**src/rtl/mips_pkg.sv**
```systemverilog
// mips_pkg: shared types and constants for the MIPS pipeline stages.
//   pc_src_t      - next-PC select encoding driven by the ID stage.
//   fetch_state_t - states of the fetch-stage request controller.
//   NOP_INSTR     - all-zero word used as the pipeline bubble.
//   DEFAULT_RESET_PC - PC loaded on reset unless overridden.
package mips_pkg;

  typedef enum logic [1:0] {
    PC_SEQ    = 2'b00,
    PC_BRANCH = 2'b01,
    PC_JUMP   = 2'b10,
    PC_JR     = 2'b11
  } pc_src_t;

  typedef enum logic [1:0] {
    FETCH = 2'b00,
    DRAIN = 2'b01,
    STALL = 2'b10
  } fetch_state_t;

  localparam logic [31:0] NOP_INSTR        = 32'h0000_0000;
  localparam logic [31:0] DEFAULT_RESET_PC = 32'h0000_0000;

endpackage

```
**src/rtl/if_id_reg.sv**
```systemverilog
// if_id_reg: IF/ID pipeline register.
//   clk, rst      - clock and synchronous active-high reset.
//   write_en      - 1 updates the register, 0 holds every output.
//   flush         - when writing, insert a bubble regardless of load.
//   load          - when writing without flush, capture instr_in/pc_plus4_in.
//   instr_in, pc_plus4_in - delivered instruction and its return address.
//   instr, pc_plus4, valid - registered outputs toward ID.
module if_id_reg
  import mips_pkg::*;
(
  input  logic        clk,
  input  logic        rst,
  input  logic        write_en,
  input  logic        flush,
  input  logic        load,
  input  logic [31:0] instr_in,
  input  logic [31:0] pc_plus4_in,
  output logic [31:0] instr,
  output logic [31:0] pc_plus4,
  output logic        valid
);

  // A bubble only clears instr/valid; pc_plus4 keeps its last value since
  // nothing downstream looks at it while valid is low.
  always_ff @(posedge clk) begin
    if (rst) begin
      instr    <= NOP_INSTR;
      pc_plus4 <= 32'h0000_0000;
      valid    <= 1'b0;
    end else if (write_en) begin
      if (flush || !load) begin
        instr <= NOP_INSTR;
        valid <= 1'b0;
      end else begin
        instr    <= instr_in;
        pc_plus4 <= pc_plus4_in;
        valid    <= 1'b1;
      end
    end
  end

endmodule

```
**src/rtl/fetch_stage.sv**
```systemverilog
// fetch_stage: instruction-fetch stage. Owns the PC, requests instructions
// from a variable-latency memory over req/ready, and feeds the IF/ID register.
//   clk, rst          - clock and synchronous active-high reset.
//   pc_write          - 1 lets the PC advance or redirect.
//   IF_ID_write       - 1 lets the IF/ID register update.
//   pc_src            - 00 seq, 01 branch_target, 10 jump_target, 11 jr_target.
//   branch_target, jump_target, jr_target - redirect addresses from ID.
//   if_flush          - write a bubble into IF/ID.
//   imem_req/imem_addr/imem_ready/imem_rdata - instruction memory handshake.
//   pc                - current fetch PC.
//   IF_ID_instr, IF_ID_pc_plus4, IF_ID_valid - IF/ID register outputs.
module fetch_stage
  import mips_pkg::*;
#(
  parameter logic [31:0] RESET_PC = DEFAULT_RESET_PC
) (
  input  logic        clk,
  input  logic        rst,
  input  logic        pc_write,
  input  logic        IF_ID_write,
  input  logic [1:0]  pc_src,
  input  logic [31:0] branch_target,
  input  logic [31:0] jump_target,
  input  logic [31:0] jr_target,
  input  logic        if_flush,
  output logic        imem_req,
  output logic [31:0] imem_addr,
  input  logic        imem_ready,
  input  logic [31:0] imem_rdata,
  output logic [31:0] pc,
  output logic [31:0] IF_ID_instr,
  output logic [31:0] IF_ID_pc_plus4,
  output logic        IF_ID_valid
);

  fetch_state_t state_q, state_d;
  logic [31:0]  pc_q, pc_d;
  logic [31:0]  hold_q, hold_d;
  logic [31:0]  redir_q, redir_d;
  logic [31:0]  pc_plus4;
  logic [31:0]  target;
  logic         redirect;
  logic         completion;
  logic         deliver;
  logic [31:0]  deliver_instr;

  // Request is a pure decode of registered state; rst only withdraws it.
  assign imem_req   = !rst && (state_q != STALL);
  assign imem_addr  = pc_q;
  assign pc         = pc_q;
  assign pc_plus4   = pc_q + 32'd4;
  assign completion = imem_req && imem_ready;

  always_comb begin
    target   = pc_plus4;
    redirect = 1'b0;
    case (pc_src_t'(pc_src))
      PC_BRANCH: target = branch_target;
      PC_JUMP:   target = jump_target;
      PC_JR:     target = jr_target;
      default:   target = pc_plus4;
    endcase
    redirect = pc_write && (pc_src != PC_SEQ);
  end

  // A response that arrives alongside (or after) a redirect is stale and is
  // dropped; DRAIN exists only to swallow the in-flight request.
  always_comb begin
    state_d       = state_q;
    pc_d          = pc_q;
    hold_d        = hold_q;
    redir_d       = redir_q;
    deliver       = 1'b0;
    deliver_instr = imem_rdata;
    case (state_q)
      FETCH: begin
        if (completion) begin
          if (redirect) begin
            pc_d = target;
          end else if (IF_ID_write) begin
            deliver = 1'b1;
            if (pc_write) pc_d = pc_plus4;
          end else begin
            hold_d  = imem_rdata;
            state_d = STALL;
          end
        end else if (redirect) begin
          redir_d = target;
          state_d = DRAIN;
        end
      end
      DRAIN: begin
        if (redirect) redir_d = target;
        if (completion) begin
          pc_d    = redirect ? target : redir_q;
          state_d = FETCH;
        end
      end
      STALL: begin
        if (redirect) begin
          pc_d    = target;
          state_d = FETCH;
        end else if (IF_ID_write) begin
          deliver       = 1'b1;
          deliver_instr = hold_q;
          if (pc_write) pc_d = pc_plus4;
          state_d = FETCH;
        end
      end
      default: state_d = FETCH;
    endcase
  end

  always_ff @(posedge clk) begin
    if (rst) begin
      state_q <= FETCH;
      pc_q    <= RESET_PC;
      hold_q  <= 32'h0000_0000;
      redir_q <= 32'h0000_0000;
    end else begin
      state_q <= state_d;
      pc_q    <= pc_d;
      hold_q  <= hold_d;
      redir_q <= redir_d;
    end
  end

  if_id_reg u_if_id_reg (
    .clk         (clk),
    .rst         (rst),
    .write_en    (IF_ID_write),
    .flush       (if_flush),
    .load        (deliver),
    .instr_in    (deliver_instr),
    .pc_plus4_in (pc_plus4),
    .instr       (IF_ID_instr),
    .pc_plus4    (IF_ID_pc_plus4),
    .valid       (IF_ID_valid)
  );

endmodule

```
**config.mk**
```make
export PLATFORM = sky130hd
export DESIGN_NAME = fetch_stage
export DESIGN_NICKNAME = d
export VERILOG_FILES = /design/src/rtl/mips_pkg.sv /design/src/rtl/if_id_reg.sv /design/src/rtl/fetch_stage.sv
export SDC_FILE = /design/constraint.sdc
export NUM_CORES = 1
export LEC_CHECK = 0
export CAP_MARGIN = 20
export CORE_MARGIN = 2
export CORE_UTILIZATION = 41
export DETAILED_ROUTE_END_ITERATION = 10
export PLACE_DENSITY = 0.78
export SYNTH_ARGS = -nofsm -noshare
export SYNTH_HDL_FRONTEND = slang
export SYNTH_SLANG_ARGS = --single-unit
```
**constraint.sdc**
```tcl
create_clock -name clk -period 3.25 [get_ports clk]
set_input_delay 0.4875 -clock clk [delete_from_list [all_inputs] [get_ports clk]]
set_output_delay 0.4875 -clock clk [all_outputs]
set_load 0.1 [all_outputs]
```
# Yosys cells after proc, flatten, opt, wreduce, memory -nomap -nowiden
# Index checks and enable logic that the tools add are counted.
# classes
addsub	1
eq_ne	13
mux	26
n_bitwise	3
reduce_logical	15
# ops
cell	count
32-bit 2-to-1 mux	10
32-bit one-hot mux with 3 select lines	2
32-bit one-hot mux with 2 select lines	1
32-bit by 3-bit adder with 32-bit output (second input constant)	1
2-bit 2-to-1 mux	7
3-bit inequality test (second input constant)	4
2-bit inequality test (second input constant)	4
2-bit == test (second input constant)	3
2-bit one-hot mux with 3 select lines	1
5-bit AND reduction	1
2-bit by 1-bit == test with 1-bit output (second input constant)	2
1-bit 2-to-1 mux	4
2-bit AND reduction	2
4-bit AND reduction	1
2-bit nonzero test	2
1-bit logical AND	3
1-bit NOT	3
3-bit AND reduction	1
3-bit nonzero test	1
1-bit logical NOT	2
2-bit logical NOT	1
1-bit one-hot mux with 2 select lines	1
1-bit logical OR	1
# word_totals
reg_bits	163
output_inout_bits	130
elab_cells	65

# Longest topological paths before layout
# depth
word_depth	9
mapped_depth	10
depth_no_buf	7

# Modules after synthesis
# Synthesis repeated with hierarchy kept, for this count alone.
# unflattened
hier_cells	1061
area_unflattened_um2	9122.5
# by_module_without_submodules
mod	n_inst	cells_per_inst	area_per_inst_um2
fetch_stage	1	773	6253.5
if_id_reg	1	288	2869.0

# Least setup slack after synthesis
# Ideal clock, no wire load.
# synth_path
path_type	register to register
startpoint	reg pc_q[2] (netlist: imem_addr[2])
endpoint	reg pc_q[30] (netlist: imem_addr[30])
setup_time_ns	0.058
arrival_ns	3.043
required_ns	3.192
path_slack_ns	0.150
path_stages_with_launch	8
path_buffers	1
period_less_slack_ns	3.100
path_cell_list	dfxtp_1 -> ha_1 -> nand4_2 -> or4_1 -> clkbuf_2 -> or4_1 -> a21oi_1 -> o21a_1
# synth_via
elab_chain_len	6
# synth_rtl
element	line_no	text
start: declaration	fetch_stage.sv:37	logic [31:0] pc_q, pc_d;
start signal: assignment	fetch_stage.sv:122	pc_q <= pc_d;
32-bit by 3-bit adder with 32-bit output (*)	fetch_stage.sv:51	assign pc_plus4 = pc_q + 32'd4;
32-bit 2-to-1 mux	fetch_stage.sv:82, fetch_stage.sv:106	
32-bit 2-to-1 mux	fetch_stage.sv:80	end else if (IF_ID_write) begin
32-bit 2-to-1 mux	fetch_stage.sv:100	if (redirect) begin
32-bit 2-to-1 mux	fetch_stage.sv:77	if (completion) begin
32-bit one-hot mux with 3 select lines (*)	fetch_stage.sv:75	case (state_q)
# Every way passes the cells marked *; elsewhere a longest branch is shown, timed or not. The select of a mux whose other input is x is not followed.
# A chain may end at the register's enable or synchronous reset.

# Worst setup path in the final report
# layout_path
startpoint	reg pc_q[3] (netlist: imem_addr[3])
endpoint	reg pc_q[30] (netlist: imem_addr[30])
# The elaborated chain is that of the path after synthesis.

==> flow_summary_export.csv <==
group,metric,value,unit
synthesis,synthesis.nets,1153,
power,p_leak,4.26,nW
min_path,hold_path_class,"primary input to flip-flop",
power,power_frac_comb,32.1,%
cts,clk_path_buf_depth,2,
setup_path,timing.critical_path.slowest_stage_cell,"or4_1",
setup_path,timing.critical_path.max_delay_family,"simple AND/OR/NAND/NOR gates",
synthesis,post_synth_inst_count,1013,
sta,grt_setup_unrepaired,"no",
die,core.rowCount,52,
cts,cts_inserted_buffers,17,
sta,max_freq,379,MHz
setup_path,most_numerous_cell_on_the_critical_path,"or4_1",
cts,cts.htree.levels,4,
power,power.share.sequential,36.6,%
die,initial_utilization,41.7,%
setup_path,timing.critical_path.from_type,"flip-flop",
drt,post_drt_via_cell_ratio,5.55,
drt,drt_first_pass_iters,5,
setup_path,crit_path_max_incr_delay,0.62,ns
grt,grt_max_degree,79,
power,clkPwrFrac,31.3,%
drt,detail_route.iter0.violations,718,
cts,cts_tree,"done",
grt,global_route.usage.total,23.7,%
power,peak_supply_drop,0.000392,V
sta,post_route_fraction_of_the_period_consumed_by_the_critical_path,81.2,%
drt,drt-total-wl,26300,um
die,die_area,21700,um2
sta,setup_viol,0,
placed_design,post-dp-hpwl,18900,um
die,die_y,147,um
setup_path,worstPathCellList,"ha_1 -> nand4_2 -> or4_1 -> or4_1 -> a21oi_1 -> o21a_1",
sta,final_max_slew_viol_count,0,
sta,min_period,2.64,ns
final_layout,synthToLayoutAreaGrowth,36.3,%
cts,postCtsSetupBuffers,0,
synthesis,syn_area_per_cell,8.31,um2
cts,clock_tree.root_cell,"clkbuf_16",
grt,grt_first_pass_wirelength,41500,um
synthesis,synth_sequential_area_ratio,38.8,%
setup_path,setup.worst_path.end_class,"flip-flop",
placed_design,finalWeightedCongestion,0.876,
setup_path,crit_type,"flip-flop to flip-flop",
synthesis,ys_dominant_reg_cell,"dfxtp_1",
power,sw_frac_of_total,39.4,%
die,design.portCount,266,
cts,register_clock_pin_slew_on_the_reported_worst_setup_and_hold_paths,0.08,ns
power,power.switching,2.44,mW
flow_run,max-cap-violations,0,
drt,antenna_left,0,
cts,cts.sinks,163,
placed_design,port-buffer-count,265,
drt,routedWlPerCell,17.6,um
placed_design,place_inst,1463,
synthesis,synth-edff-count,0,
synthesis,netlist_area,8420,um2
setup_path,worst-path-buf-inv,0,
sta,tns,0,ns
final_layout,antenna_cells,0,
sta,report.final.hold_viol_count,0,
grt,first_global_vias,7692,
final_layout,fin_cells,1495,
die,die-width,147,um
cts,hold_bufs_inserted_after_cts,0,
setup_path,critPathRequiredTime,3.62,ns
synthesis,yosysWarningCount,0,
cts,clk-insertion-delay-late,0.43,ns
power,cell_internal_pwr,3.75,mW
final_layout,layout.nets,1352,
synthesis,yosys_register_bits,163,
grt,grt_antenna_before_repair,0,
status,run_status,"finished, final reports clean",
synthesis,post_synth_num_cell_types,65,
cts,post_cts_resized,0,
setup_path,worst_ep_arrival_time,3.01,ns
grt,grt-ovfl-total,0,
setup_path,cp_max_fo,7,
synthesis,async_reset_ff_share,0,%
drt,vias,8299,
drt,post-route-drc-count,0,
die,fp.coreArea,20200,um2
sta,timing.max_slew.rel_slack,31.2,%
final_layout,final_layout_size_suffix_gt1_share,20.4,%
sta,clock-skew-final,0.0136,ns
sta,tightest_slew,1.03,ns
power,pwr_density_cell,540,nW/um2
-- state kept, by name, summed over array words and instances, names as in the netlist --
name and count:
hold_q 32, imem_addr 32, redir_q 32, u_if_id_reg.instr 32, u_if_id_reg.pc_plus4 32, state_q 2, u_if_id_reg.valid 1
-- layout by cell type (no fill, tap or decap), types with 3 or more instances in the layout --
cell type / n
a22o_1: 20
or3_1: 3
a221oi_1: 5
a211oi_1: 28
and3_1: 5
nor2_1: 124
o21a_1: 8
buf_4: 132
and4_1: 4
a31oi_1: 7
nand2_1: 101
nand2b_1: 3
inv_1: 12
nor3_1: 19
ha_1: 4
xor2_1: 8
a21o_1: 3
o221a_2: 5
a22oi_1: 52
o211ai_1: 3
mux2i_1: 10
o31a_1: 3
or4_1: 4
mux2_2: 65
a32oi_1: 8
o21ai_0: 46
a21oi_1: 82
nor2b_1: 5
nand4_1: 14
nor4_1: 8
xnor2_1: 15
nand3_1: 13
o31ai_1: 5
buf_12: 3
clkdlybuf4s50_1: 167
dfxtp_1: 163
inv_6: 7
clkbuf_16: 17
o2bb2ai_1: 3
-- final timing paths --
check | startpoint | to | slack [ns] | cells past startpoint
worst max-delay path | imem_addr[3]$_SDFFE_PP0P_ | imem_addr[30]$_SDFFE_PP0P_ | 0.61 | 6
worst min-delay path | rst | u_if_id_reg.instr[29]$_SDFFE_PP0P_ | 0.41 | 2
worst min register to register | hold_q[4]$_SDFFE_PP0P_ | hold_q[4]$_SDFFE_PP0P_ | 0.45 | 2
worst max register to register | imem_addr[3]$_SDFFE_PP0P_ | imem_addr[30]$_SDFFE_PP0P_ | 0.61 | 6
-- worst reg2reg max path: stages (launching register included) --
cell and delay (ns):
dfxtp_1 0.51, ha_1 0.29, nand4_2 0.24, or4_1 0.62
or4_1 0.55, a21oi_1 0.22, o21a_1 0.15
-- power groups by stage --
stage / sequential [mW] / combinational (mW) / clock (mW)
after global placement: 2.30 / 1.96 / 0
after floorplan: 2.70 / 1.04 / 0
final: 2.27 / 1.99 / 1.93
after global routing: 2.28 / 2.09 / 2.05
after detailed placement: 2.31 / 1.97 / 0
after CTS: 2.26 / 1.98 / 1.97
-- layer usage --
layer | global-route usage (%) | vias up | wire length [um]
met1 | 34.4 | 3844 | 11900
met4 | 6.68 | 0 | 463
met5 | 0 | - | 0
met2 | 36.7 | 389 | 12000
met3 | 3.45 | 37 | 1920
li1 | - | 4029 | -
-- per-stage QoR --
step	power (mW)	hold slack [ns]	setup slack [ns]	cell area, um2	util (%)
finish	6.19	0.407	0.610	11500	56.9
global route	6.42	0.405	0.458	11500	56.9
CTS	6.21	0.398	0.670	11500	56.9
detailed placement	4.28	0.445	0.419	10900	54.0
global placement	4.26	0.439	0.479	10900	54.0
floorplan	3.74	0.434	0.150	8420	-
-- cell usage after synthesis (all sizes together) (4+ instances only) --
cell type  count  share of area (%)
a31oi          7               0.52
a32oi          8               0.83
clkbuf        80                3.6
a22oi         52                4.6
dfxtp        163                 39
xor2           8               0.83
nand4         15                1.2
ha             4               0.59
nand3         14               0.98
buf           42                3.6
and4           4               0.42
a211oi        28                2.5
or4            5               0.49
mux2i         10                1.2
xnor2         15                1.6
o21a           8               0.71
nand2        101                4.5
and3           5               0.37
mux2          65                8.7
a21oi         82                4.9
o31ai          5               0.45
nor2         124                5.5
a221oi         5               0.52
o21ai         48                2.9
nor2b          6               0.45
a22o          20                2.1
o221a          5               0.67
inv           13               0.58
nor4          10               0.82
nor3          20                1.2
-- logic make-up (layout without fill, tap and decap cells) --
family / Yosys count / after routing / share of synthesized area [%]
AOI/OAI and AO/OA: 295 / 295 / 23.4
xor gates and xnor gates: 23 / 23 / 2.39
adders and majority gates: 4 / 4 / 0.595
buffers and inverters: 135 / 347 / 7.74
DFF: 163 / 163 / 38.8
muxes: 75 / 75 / 9.88
and+or+nand+nor: 318 / 318 / 17.2
-- cell type report --
class                      instances  area [um2]
clock inverter                    14         141
clock buffer                      18         429
fill                            1783        8700
tap                              270         338
timing repair buffer             302        2720
sequential                       163        3260
multi-input combinational        715        4530
inverter                          13        48.8
No activity file was read; power rests on OpenSTA's default activity.
